$ cat src/rtl/router_pkg.sv
// Shared header-field definitions, FSM state encoding and parity helper
// for the router source arbiter.
package router_pkg;

    localparam int HDR_LEN_MSB = 7;
    localparam int HDR_LEN_LSB = 2;
    localparam int HDR_ADDR_W  = 2;
    localparam logic [HDR_ADDR_W-1:0] ADDR_ILLEGAL = 2'b11;

    typedef enum logic [2:0] {
        IDLE,
        HDR,
        PAYLOAD,
        PAD,
        PARITY,
        GAP
    } state_e;

    function automatic logic [7:0] parity_next(input logic [7:0] acc, input logic [7:0] b);
        return acc ^ b;
    endfunction

    function automatic logic [5:0] hdr_len(input logic [7:0] hdr);
        return hdr[HDR_LEN_MSB:HDR_LEN_LSB];
    endfunction

    function automatic logic hdr_legal(input logic [7:0] hdr);
        return (hdr_len(hdr) != 6'd0) && (hdr[HDR_ADDR_W-1:0] != ADDR_ILLEGAL);
    endfunction

endpackage

$ cat src/rtl/router_rr_arb.sv
// Combinational round-robin picker: the first requester strictly after
// the pointer wins, searching upward with wrap.
module router_rr_arb #(
    parameter int NUM_SRC = 3,
    parameter int IDX_W   = $clog2(NUM_SRC)
) (
    input  logic [NUM_SRC-1:0] req,
    input  logic [IDX_W-1:0]   ptr,
    output logic [NUM_SRC-1:0] win_onehot,
    output logic [IDX_W-1:0]   win_idx,
    output logic               any_req
);

    int               cand;
    logic [IDX_W-1:0] cand_idx;

    always_comb begin
        win_onehot = '0;
        win_idx    = '0;
        any_req    = 1'b0;
        cand       = 0;
        cand_idx   = '0;
        for (int k = 1; k <= NUM_SRC; k++) begin
            cand     = (int'(ptr) + k) % NUM_SRC;
            cand_idx = IDX_W'(cand);
            if (!any_req && req[cand_idx]) begin
                any_req              = 1'b1;
                win_idx              = cand_idx;
                win_onehot           = '0;
                win_onehot[cand_idx] = 1'b1;
            end
        end
    end

endmodule

$ cat src/rtl/router_src_arb.sv
// Shares the router input port between NUM_SRC packet sources: round-robin
// grant per packet, parity generation, underrun padding and inter-packet gap.
module router_src_arb
    import router_pkg::*;
#(
    parameter int NUM_SRC    = 3,
    parameter int GAP_CYCLES = 2
) (
    input  logic                 clock,
    input  logic                 resetn,
    input  logic [NUM_SRC-1:0]   src_valid,
    input  logic [8*NUM_SRC-1:0] src_data,
    output logic [NUM_SRC-1:0]   src_ready,
    output logic [NUM_SRC-1:0]   src_abort,
    input  logic                 busy,
    input  logic                 err,
    output logic [7:0]           data_in,
    output logic                 pkt_valid,
    output logic [NUM_SRC-1:0]   grant,
    output logic                 hdr_err,
    output logic                 pkt_done,
    output logic                 pkt_err,
    output state_e               dbg_state
);

    localparam int IDX_W = $clog2(NUM_SRC);
    localparam int GAP_W = 3;
    localparam logic [GAP_W-1:0] GAP_LAST = GAP_W'(GAP_CYCLES - 1);
    localparam logic [IDX_W-1:0] RR_RESET = IDX_W'(NUM_SRC - 1);

    state_e             state_q, state_d;
    logic [NUM_SRC-1:0] grant_q, grant_d;
    logic [IDX_W-1:0]   rr_ptr_q, rr_ptr_d;
    logic [7:0]         out_byte_q, out_byte_d;
    logic               out_full_q, out_full_d;
    logic               pkt_valid_q, pkt_valid_d;
    logic [5:0]         remaining_q, remaining_d;
    logic [7:0]         parity_q, parity_d;
    logic [GAP_W-1:0]   gap_cnt_q, gap_cnt_d;
    logic               err_seen_q, err_seen_d;
    logic               hdr_err_q, hdr_err_d;
    logic               pkt_done_q, pkt_done_d;
    logic               pkt_err_q, pkt_err_d;
    logic [NUM_SRC-1:0] src_abort_q, src_abort_d;

    logic [NUM_SRC-1:0] arb_onehot;
    logic [IDX_W-1:0]   arb_idx;
    logic               arb_any;
    logic [7:0]         cur_byte;
    logic               cur_valid;
    logic               consume, can_load, take_state, take;

    router_rr_arb #(.NUM_SRC(NUM_SRC), .IDX_W(IDX_W)) u_rr_arb (
        .req        (src_valid),
        .ptr        (rr_ptr_q),
        .win_onehot (arb_onehot),
        .win_idx    (arb_idx),
        .any_req    (arb_any)
    );

    // The rr pointer always holds the current owner's index while granted.
    always_comb begin
        cur_byte  = 8'h00;
        cur_valid = 1'b0;
        for (int i = 0; i < NUM_SRC; i++) begin
            if (rr_ptr_q == IDX_W'(i)) begin
                cur_byte  = src_data[8*i +: 8];
                cur_valid = src_valid[i];
            end
        end
    end

    // Handshakes: a source byte moves at an edge where src_valid & src_ready;
    // a router byte moves at an edge where out_full & !busy. The output
    // register refills on the same edge it empties, so streams have no bubble.
    assign consume    = out_full_q && !busy;
    assign can_load   = !out_full_q || !busy;
    assign take_state = (state_q == HDR) || ((state_q == PAYLOAD) && (remaining_q != 6'd0));
    assign src_ready  = (take_state && can_load) ? grant_q : '0;
    assign take       = |(src_ready & src_valid);

    always_comb begin
        state_d     = state_q;
        grant_d     = grant_q;
        rr_ptr_d    = rr_ptr_q;
        out_byte_d  = out_byte_q;
        out_full_d  = out_full_q;
        pkt_valid_d = pkt_valid_q;
        remaining_d = remaining_q;
        parity_d    = parity_q;
        gap_cnt_d   = gap_cnt_q;
        err_seen_d  = err_seen_q;
        hdr_err_d   = 1'b0;
        pkt_done_d  = 1'b0;
        pkt_err_d   = 1'b0;
        src_abort_d = '0;
        case (state_q)
            IDLE: begin
                if (arb_any) begin
                    grant_d  = arb_onehot;
                    rr_ptr_d = arb_idx;
                    state_d  = HDR;
                end
            end
            HDR: begin
                if (take) begin
                    if (hdr_legal(cur_byte)) begin
                        out_byte_d  = cur_byte;
                        out_full_d  = 1'b1;
                        pkt_valid_d = 1'b1;
                        remaining_d = hdr_len(cur_byte);
                        parity_d    = cur_byte;
                        state_d     = PAYLOAD;
                    end else begin
                        hdr_err_d = 1'b1;
                        grant_d   = '0;
                        state_d   = IDLE;
                    end
                end
            end
            PAYLOAD: begin
                if (remaining_q != 6'd0) begin
                    if (take) begin
                        out_byte_d  = cur_byte;
                        out_full_d  = 1'b1;
                        pkt_valid_d = 1'b1;
                        parity_d    = parity_next(parity_q, cur_byte);
                        remaining_d = remaining_q - 6'd1;
                    end else if (consume) begin
                        // Underrun: the first pad byte replaces the missing one.
                        src_abort_d = grant_q;
                        out_byte_d  = 8'h00;
                        pkt_valid_d = 1'b1;
                        remaining_d = remaining_q - 6'd1;
                        state_d     = PAD;
                    end
                end else if (consume) begin
                    out_byte_d  = parity_q;
                    pkt_valid_d = 1'b0;
                    state_d     = PARITY;
                end
            end
            PAD: begin
                if (consume) begin
                    if (remaining_q != 6'd0) begin
                        out_byte_d  = 8'h00;
                        pkt_valid_d = 1'b1;
                        remaining_d = remaining_q - 6'd1;
                    end else begin
                        out_byte_d  = parity_q;
                        pkt_valid_d = 1'b0;
                        state_d     = PARITY;
                    end
                end
            end
            PARITY: begin
                if (consume) begin
                    out_byte_d  = 8'h00;
                    out_full_d  = 1'b0;
                    pkt_valid_d = 1'b0;
                    gap_cnt_d   = '0;
                    err_seen_d  = 1'b0;
                    state_d     = GAP;
                end
            end
            GAP: begin
                err_seen_d = err_seen_q | err;
                if (!busy) begin
                    if (gap_cnt_q == GAP_LAST) begin
                        pkt_done_d = 1'b1;
                        pkt_err_d  = err_seen_q | err;
                        grant_d    = '0;
                        state_d    = IDLE;
                    end else begin
                        gap_cnt_d = gap_cnt_q + 3'd1;
                    end
                end
            end
            default: state_d = IDLE;
        endcase
    end

    always_ff @(posedge clock or negedge resetn) begin
        if (!resetn) begin
            state_q     <= IDLE;
            grant_q     <= '0;
            rr_ptr_q    <= RR_RESET;
            out_byte_q  <= 8'h00;
            out_full_q  <= 1'b0;
            pkt_valid_q <= 1'b0;
            remaining_q <= 6'd0;
            parity_q    <= 8'h00;
            gap_cnt_q   <= '0;
            err_seen_q  <= 1'b0;
            hdr_err_q   <= 1'b0;
            pkt_done_q  <= 1'b0;
            pkt_err_q   <= 1'b0;
            src_abort_q <= '0;
        end else begin
            state_q     <= state_d;
            grant_q     <= grant_d;
            rr_ptr_q    <= rr_ptr_d;
            out_byte_q  <= out_byte_d;
            out_full_q  <= out_full_d;
            pkt_valid_q <= pkt_valid_d;
            remaining_q <= remaining_d;
            parity_q    <= parity_d;
            gap_cnt_q   <= gap_cnt_d;
            err_seen_q  <= err_seen_d;
            hdr_err_q   <= hdr_err_d;
            pkt_done_q  <= pkt_done_d;
            pkt_err_q   <= pkt_err_d;
            src_abort_q <= src_abort_d;
        end
    end

    assign data_in   = out_byte_q;
    assign pkt_valid = pkt_valid_q;
    assign grant     = grant_q;
    assign hdr_err   = hdr_err_q;
    assign pkt_done  = pkt_done_q;
    assign pkt_err   = pkt_err_q;
    assign src_abort = src_abort_q;
    assign dbg_state = state_q;

endmodule
$ cat config.mk
export PLATFORM = sky130hd
export DESIGN_NAME = router_src_arb
export DESIGN_NICKNAME = d
export VERILOG_FILES = /design/src/rtl/router_pkg.sv /design/src/rtl/router_rr_arb.sv /design/src/rtl/router_src_arb.sv
export SDC_FILE = /design/constraint.sdc
export NUM_CORES = 1
export LEC_CHECK = 0
export ABC_AREA = 1
export BUFFER_PORTS_ARGS = -buffer_cell sky130_fd_sc_hd__buf_4
export CELL_PAD_IN_SITES_DETAIL_PLACEMENT = 1
export CELL_PAD_IN_SITES_GLOBAL_PLACEMENT = 1
export CORE_MARGIN = 1
export CORE_UTILIZATION = 41
export DETAILED_ROUTE_END_ITERATION = 12
export GPL_TIMING_DRIVEN = 0
export PLACE_DENSITY_LB_ADDON = 0.1
export SKIP_CTS_REPAIR_TIMING = 1
export SLEW_MARGIN = 10
export SYNTH_ARGS = -nofsm -noshare
export SYNTH_HDL_FRONTEND = slang
export SYNTH_HIERARCHICAL = 1
export SYNTH_SLANG_ARGS = --single-unit
$ cat constraint.sdc
create_clock -name clock -period 3.4 [get_ports clock]
set_clock_uncertainty 0.1 [all_clocks]
set_input_delay 0.17 -clock clock [delete_from_list [all_inputs] [get_ports clock]]
set_output_delay 0.17 -clock clock [all_outputs]
set_load 0.005 [all_outputs]
==> results of run 1 <==
per-layer routing:
metal	part of all wire (%)	wire length [microns]
met1	46	4820
met2	50	5270
met3	3.4	357
met4	1.2	123
met5	0	0
cell usage after synthesis, drive strengths merged:
library cell	instances	share of area [%]
dfstp	1	0.78
or2	1	0.18
buf	4	1.1
o22ai	2	0.37
clkbuf	5	0.55
nand3	44	7.8
nor2	64	8.3
a31oi	6	1.1
o21ai	47	7.9
nor3	10	1.6
nor4	1	0.18
nand2	165	20
xor2	8	2.1
a311oi	1	0.26
a21oi	8	1.5
xnor2	2	0.52
inv	67	7.6
nand4	13	3.7
ha	7	2.6
o31ai	2	0.59
a211oi	2	0.44
o211ai	2	0.59
clkinv	1	0.15
dfrtp	41	30
worst min-delay path, stage by stage:
cell     delay (ps)
buf_4            70
o21ai_0          90
nand2_1          80
cell families (layout without fill, tap and decap cells):
logic type | Yosys count | in the layout | share of synthesized area (%)
xor+xnor | 10 | 10 | 2.58
buf+inv | 77 | 141 | 9.41
flops | 42 | 42 | 31.0
fa+ha+maj | 7 | 7 | 2.58
simple gates | 298 | 298 | 41.6
compound gates | 70 | 70 | 12.8
metrics by stage:
step / total power [uW] / util, % / cell area [sq um] / hold WS, ps / std cells
2_1_floorplan: 2970 / - / 3390 / -226 / 504
3_3_place_gp: 3630 / 50.0 / 3920 / 101 / 660
3_5_place_dp: 3790 / 50.0 / 3920 / 103 / 660
4_1_cts: 4160 / 51.2 / 4020 / -228 / 668
5_1_grt: 4570 / 51.5 / 4040 / 57.5 / 670
6_report: 4150 / 51.5 / 4040 / 49.0 / 670
layout make-up:
class	instances	area, sq um
sequential	42	1050
tap	102	128
buffer	9	57.6
timing repair buffer	56	425
multi-input combinational	385	2020
clock buffer	6	82.6
inverter	68	262
fill	1110	3810
clock inverter	2	12.5
sequential cells by signal, indices dropped and copies added, names as in the netlist:
register / count
data_in: 8
parity_q: 8
remaining_q: 6
dbg_state: 3
gap_cnt_q: 3
grant: 3
src_abort: 3
rr_ptr_q: 2
err_seen_q: 1
hdr_err: 1
out_full_q: 1
pkt_done: 1
pkt_err: 1
pkt_valid: 1
where the power goes:
part / leakage (uW) / switching, uW / internal [uW]
clock network: 0.0000472 / 191 / 164
registers: 0.000533 / 185 / 706
logic: 0.00149 / 1910 / 992
total: 0.00207 / 2290 / 1860
final timing paths:
check / startpoint / end / slack [ps] / cells after the start
min reg2reg: err_seen_q$_DFFE_PN0P_ / err_seen_q$_DFFE_PN0P_ / 390 / 2
min: err / err_seen_q$_DFFE_PN0P_ / 50 / 3
max reg2reg: rr_ptr_q[0]$_DFFE_PN0P_ / dbg_state[2]$_DFFE_PN0P_ / 650 / 15
max: rr_ptr_q[0]$_DFFE_PN0P_ / dbg_state[2]$_DFFE_PN0P_ / 650 / 15
min in group asynchronous: resetn / grant[0]$_DFFE_PN0P_ / 300 / 2
max in group asynchronous: resetn / parity_q[3]$_DFFE_PN0P_ / 2520 / 2
cell usage in the layout, fill, tap and decap left out, types with 2 or more instances in the layout:
cell           netlist  final
a211oi_1             2      2
a21oi_1              7      7
a31oi_1              6      6
buf_4                1     55
clkbuf_1             5      5
clkbuf_8             0      6
clkinv_2             1      2
dfrtp_1             41     41
dlygate4sd3_1        0      2
ha_1                 7      7
inv_1               61     61
inv_2                5      5
nand2_1            153    153
nand2_2              8      8
nand2_4              4      4
nand3_1             38     38
nand3_2              4      4
nand3_4              2      2
nand4_1             10     10
nand4_4              3      3
nor2_1              57     57
nor2_2               4      4
nor2_4               2      2
nor3_1               9      9
o21ai_0             29     29
o21ai_1              9      9
o21ai_2              9      9
o22ai_1              2      2
xnor2_1              2      2
xor2_1               8      8
==> reports/qor.txt, run 1 <==
gpl congestion = 0.870
largest net degree at the start of global routing = 43
WL per Instance = 15.8 microns
max cap viols = 0
required time worst endpoint = 3530 ps
First DRT Iteration DRCs = 98
die area = 8640 sq um
synthesized area = 3390 sq um
Crit-path slowest cell = dfrtp_1
M3 GR Usage = 3.04%
Detail Route Antenna Nets = 0
Initial Utilization = 43.2%
routing usage on met1 = 32.9%
busiest grt layer = met2
CTS tree = done
Syn Inst Count = 504
worst slew pin tran = 661 ps
num ports = 55
Reg clk slew, reported paths = 90 ps
buffers plus inverters on the worst setup path = 2
DRC violations left = 0
Max clock buf depth = 2
kind of cell adding the most delay to the critical path = simple AND/OR/NAND/NOR gates
CTS buffer count = 5
Final #Nets = 605
Hold Path Class = input port to register
Yosys cell types = 43
#FFs+latches synth = 42
Mean Syn Cell Area = 6.73 sq um
post-route clock period utilization = 81.0%
CP arrival = 2880 ps
WS Path Type = register to register
share of layout cells above drive strength 1 = 20.2%
CTS root buf = clkbuf_8
post-DP HPWL = 8460 microns
total number of vias = 3562
Max transition margin = 55.8%
Setup WS pre-CTS = 693 ps
CTS H-tree depth = 2
row count = 32
Core Area = 7850 sq um
Pre-Repair DR Iteration Count = 4
startpoint types = register
fmax = 0.363 GHz
total routed wirelength = 10600 microns
post-DR vias/cell = 5.32
die width = 92.9 microns
# setup viols final = 0
remaining global-route overflow = 0
crit path capture type = register
initial antenna violation count = 0
VDD IR max = 532 uV
final hold viol count = 0
syn nets = 542
Ant. Diodes = 0
Syn-to-layout area delta = 19.1%
global-route wire length before repair = 17900 microns
port bufs = 54
worst skew pair latency = 300 ps
final setup margin = 646 ps
routing usage on met2 = 46.0%
Yosys warning count = 6
peak per-stage delay on the critical path = 470 ps
post-layout min period = 2750 ps
Seq/Total Area, Yosys = 31.0%
Slew Limit Fails = 0
die height = 92.9 microns
pwr dens = 1030 nW/um^2
crit path cell chain = inv_1 -> ha_1 -> buf_6 -> nand2_2 -> nand3_4 -> nand2_4 -> nand2_2 -> or2_1 -> o31ai_1 -> a21oi_1 -> o21ai_0 -> nor2_1 -> nand2_1 -> nand2_1 -> o21ai_1
Leak = 0.00207 uW
crit path max fanout = 10
unrepaired setup endpoints after global routing = no
post-route setup TNS = 0 ps
vias in the first global route = 3797
CTS Sinks = 42
status = finished, final reports clean
Overall Global Routing Usage = 25.9%
(Power assumes the default switching activity.)
==> inputs of run 2 (changes only) <==
==> constraint.sdc (replaced) <==
create_clock -name clock -period 2.6 [get_ports clock]
set_clock_uncertainty 0.1 [all_clocks]
set_input_delay 0.13 -clock clock [delete_from_list [all_inputs] [get_ports clock]]
set_output_delay 0.13 -clock clock [all_outputs]
set_load 0.005 [all_outputs]
==> reports/qor.txt, run 2 (same netlist as run 1, synthesis figures left out) <==
Max transition margin = 57.9% (+2.1 points)
VDD IR max = 954 uV (+79%)
Overall Global Routing Usage = 25.9% (unchanged)
Syn-to-layout area delta = 28.6%
die width = 92.9 microns (unchanged)
CP arrival = 2650 ps (-230 ps)
post-route setup TNS = 0 ps (unchanged)
post-DR vias/cell = 5.34 (+0.45%)
startpoint types = register
fmax = 0.397 GHz (+9.4%)
vias in the first global route = 3797 (unchanged)
First DRT Iteration DRCs = 102 (+4.1%)
post-DP HPWL = 8460 microns (unchanged)
most frequent cells in the layout = nand2_1 (145), buf_4 (68), inv_1 (59), nor2_1 (53), dfrtp_1 (40)
# setup viols final = 0 (unchanged)
remaining global-route overflow = 0 (unchanged)
largest net degree at the start of global routing = 43 (unchanged)
pwr dens = 1380 nW/um^2 (+34%)
post-route clock period utilization = 96.8% (+16 points)
global-route wire length before repair = 17900 microns (unchanged)
crit path max fanout = 10 (unchanged)
Slew Limit Fails = 0 (unchanged)
total number of vias = 3642 (+2.2%)
most common cell after layout, fill and taps aside = nand2_1
required time worst endpoint = 2730 ps (-800 ps)
crit path capture type = register
DRC violations left = 0 (unchanged)
WS Path Type = register to register
initial antenna violation count = 0 (unchanged)
row count = 32 (unchanged)
share of layout cells above drive strength 1 = 27.1% (+6.8 points)
Initial Utilization = 43.2% (unchanged)
post-layout min period = 2520 ps (-238 ps)
Ant. Diodes = 0 (unchanged)
Max clock buf depth = 2 (unchanged)
Hold Path Class = input port to register
Pre-Repair DR Iteration Count = 4 (unchanged)
placed instance area = 3920 sq um (unchanged)
Leak = 0.00219 uW (+5.6%)
status = finished, final reports clean
max cap viols = 0 (unchanged)
post-route cell area = 4360 sq um (+7.9%)
WL per Instance = 16.2 microns (+2.9%)
CTS root buf = clkbuf_8
CTS buffer count = 5 (unchanged)
Final #Nets = 617 (+2.0%)
total routed wirelength = 11100 microns (+4.8%)
final hold viol count = 0 (unchanged)
Reg clk slew, reported paths = 90 ps (about the same)
gpl congestion = 0.870 (unchanged)
num ports = 55 (unchanged)
CTS Sinks = 42 (unchanged)
Detail Route Antenna Nets = 0 (unchanged)
worst slew pin tran = 629 ps (-32.1 ps)
CTS H-tree depth = 2 (unchanged)
CTS tree = done
port bufs = 54 (unchanged)
Core Area = 7850 sq um (unchanged)
worst skew pair latency = 310 ps (about the same)
die area = 8640 sq um (unchanged)
die height = 92.9 microns (unchanged)
## run 2: cell count changes in the layout (fill, tap and decap cells not counted), moves of 4 or more
cell     delta
ha_1        -4
nand2_1     -8
buf_4      +13
nor2_1      -4
nand3_1     -7
nand2_2     +6
nand3_4     +6
nor2_4      +5
## run 2: path summary, 6_finish.rpt
path                                         start                    endpoint  slack (ps)  cells after the start
setup / recovery           rr_ptr_q[1]$_DFFE_PN1P_     parity_q[7]$_DFFE_PN0P_          80                     15
hold / removal                                 err      err_seen_q$_DFFE_PN0P_           7                      3
setup reg to reg           rr_ptr_q[1]$_DFFE_PN1P_     parity_q[7]$_DFFE_PN0P_          80                     15
hold reg to reg             err_seen_q$_DFFE_PN0P_      err_seen_q$_DFFE_PN0P_         390                      2
max in group asynchronous                   resetn     rr_ptr_q[0]$_DFFE_PN0P_        1730                      2
min in group asynchronous                   resetn  remaining_q[4]$_DFFE_PN0P_         260                      2
## run 2: layout make-up
class	instances	area (sq um)
clock buffers	6	82.6
fillers	1080	3490
inverters	68	265
clock inverters	2	12.5
plain buffers	8	51.3
repair buffers	69	523
flip-flops and latches	42	1050
multi-input cells	385	2240
well taps	102	128
## run 2: per-stage QoR
stage               hold WS (ps)  worst slack, ps  instances  utilization, %  power, uW
finish                      7.26             84.0        682            55.5       6000
global route                17.5            -21.2        682            55.5       6550
CTS                         -268             -152        668            51.2       5450
detailed placement          63.3             -107        660            50.0       4960
global placement            61.5            -24.0        660            50.0       4750
floorplan                   -266              198        504               -       3890
## run 2: worst max-delay path, cell delays in order (launching register included)
cell and delay (ps):
dfstp_2 650, inv_2 80, nor2_4 260, nand2_2 110
nand3_4 110, nor2_1 60, nand3_2 130, nand2_4 80
nand2_1 90, o21ai_0 90, nor2_1 200, nand2_2 120
clkinv_4 100, buf_12 150, nand2_2 50, o21ai_2 60
## run 2: metal layers
metal  routed length (microns)  vias to the layer above  GRT usage, %
met5                         0                        -             0
met4                       148                        0          6.67
met3                       300                       15          3.04
met2                      5620                       73          46.0
met1                      5010                     1783          32.9
li1                          -                     1771             -
## run 2: where the power goes
| group | total (uW) | internal [uW] | switching, uW | leakage [uW] |
|---|---|---|---|---|
| combinational | 4360 | 1610 | 2750 | 0.00161 |
| clock | 467 | 214 | 253 | 0.0000472 |
| sequential | 1170 | 925 | 249 | 0.000532 |
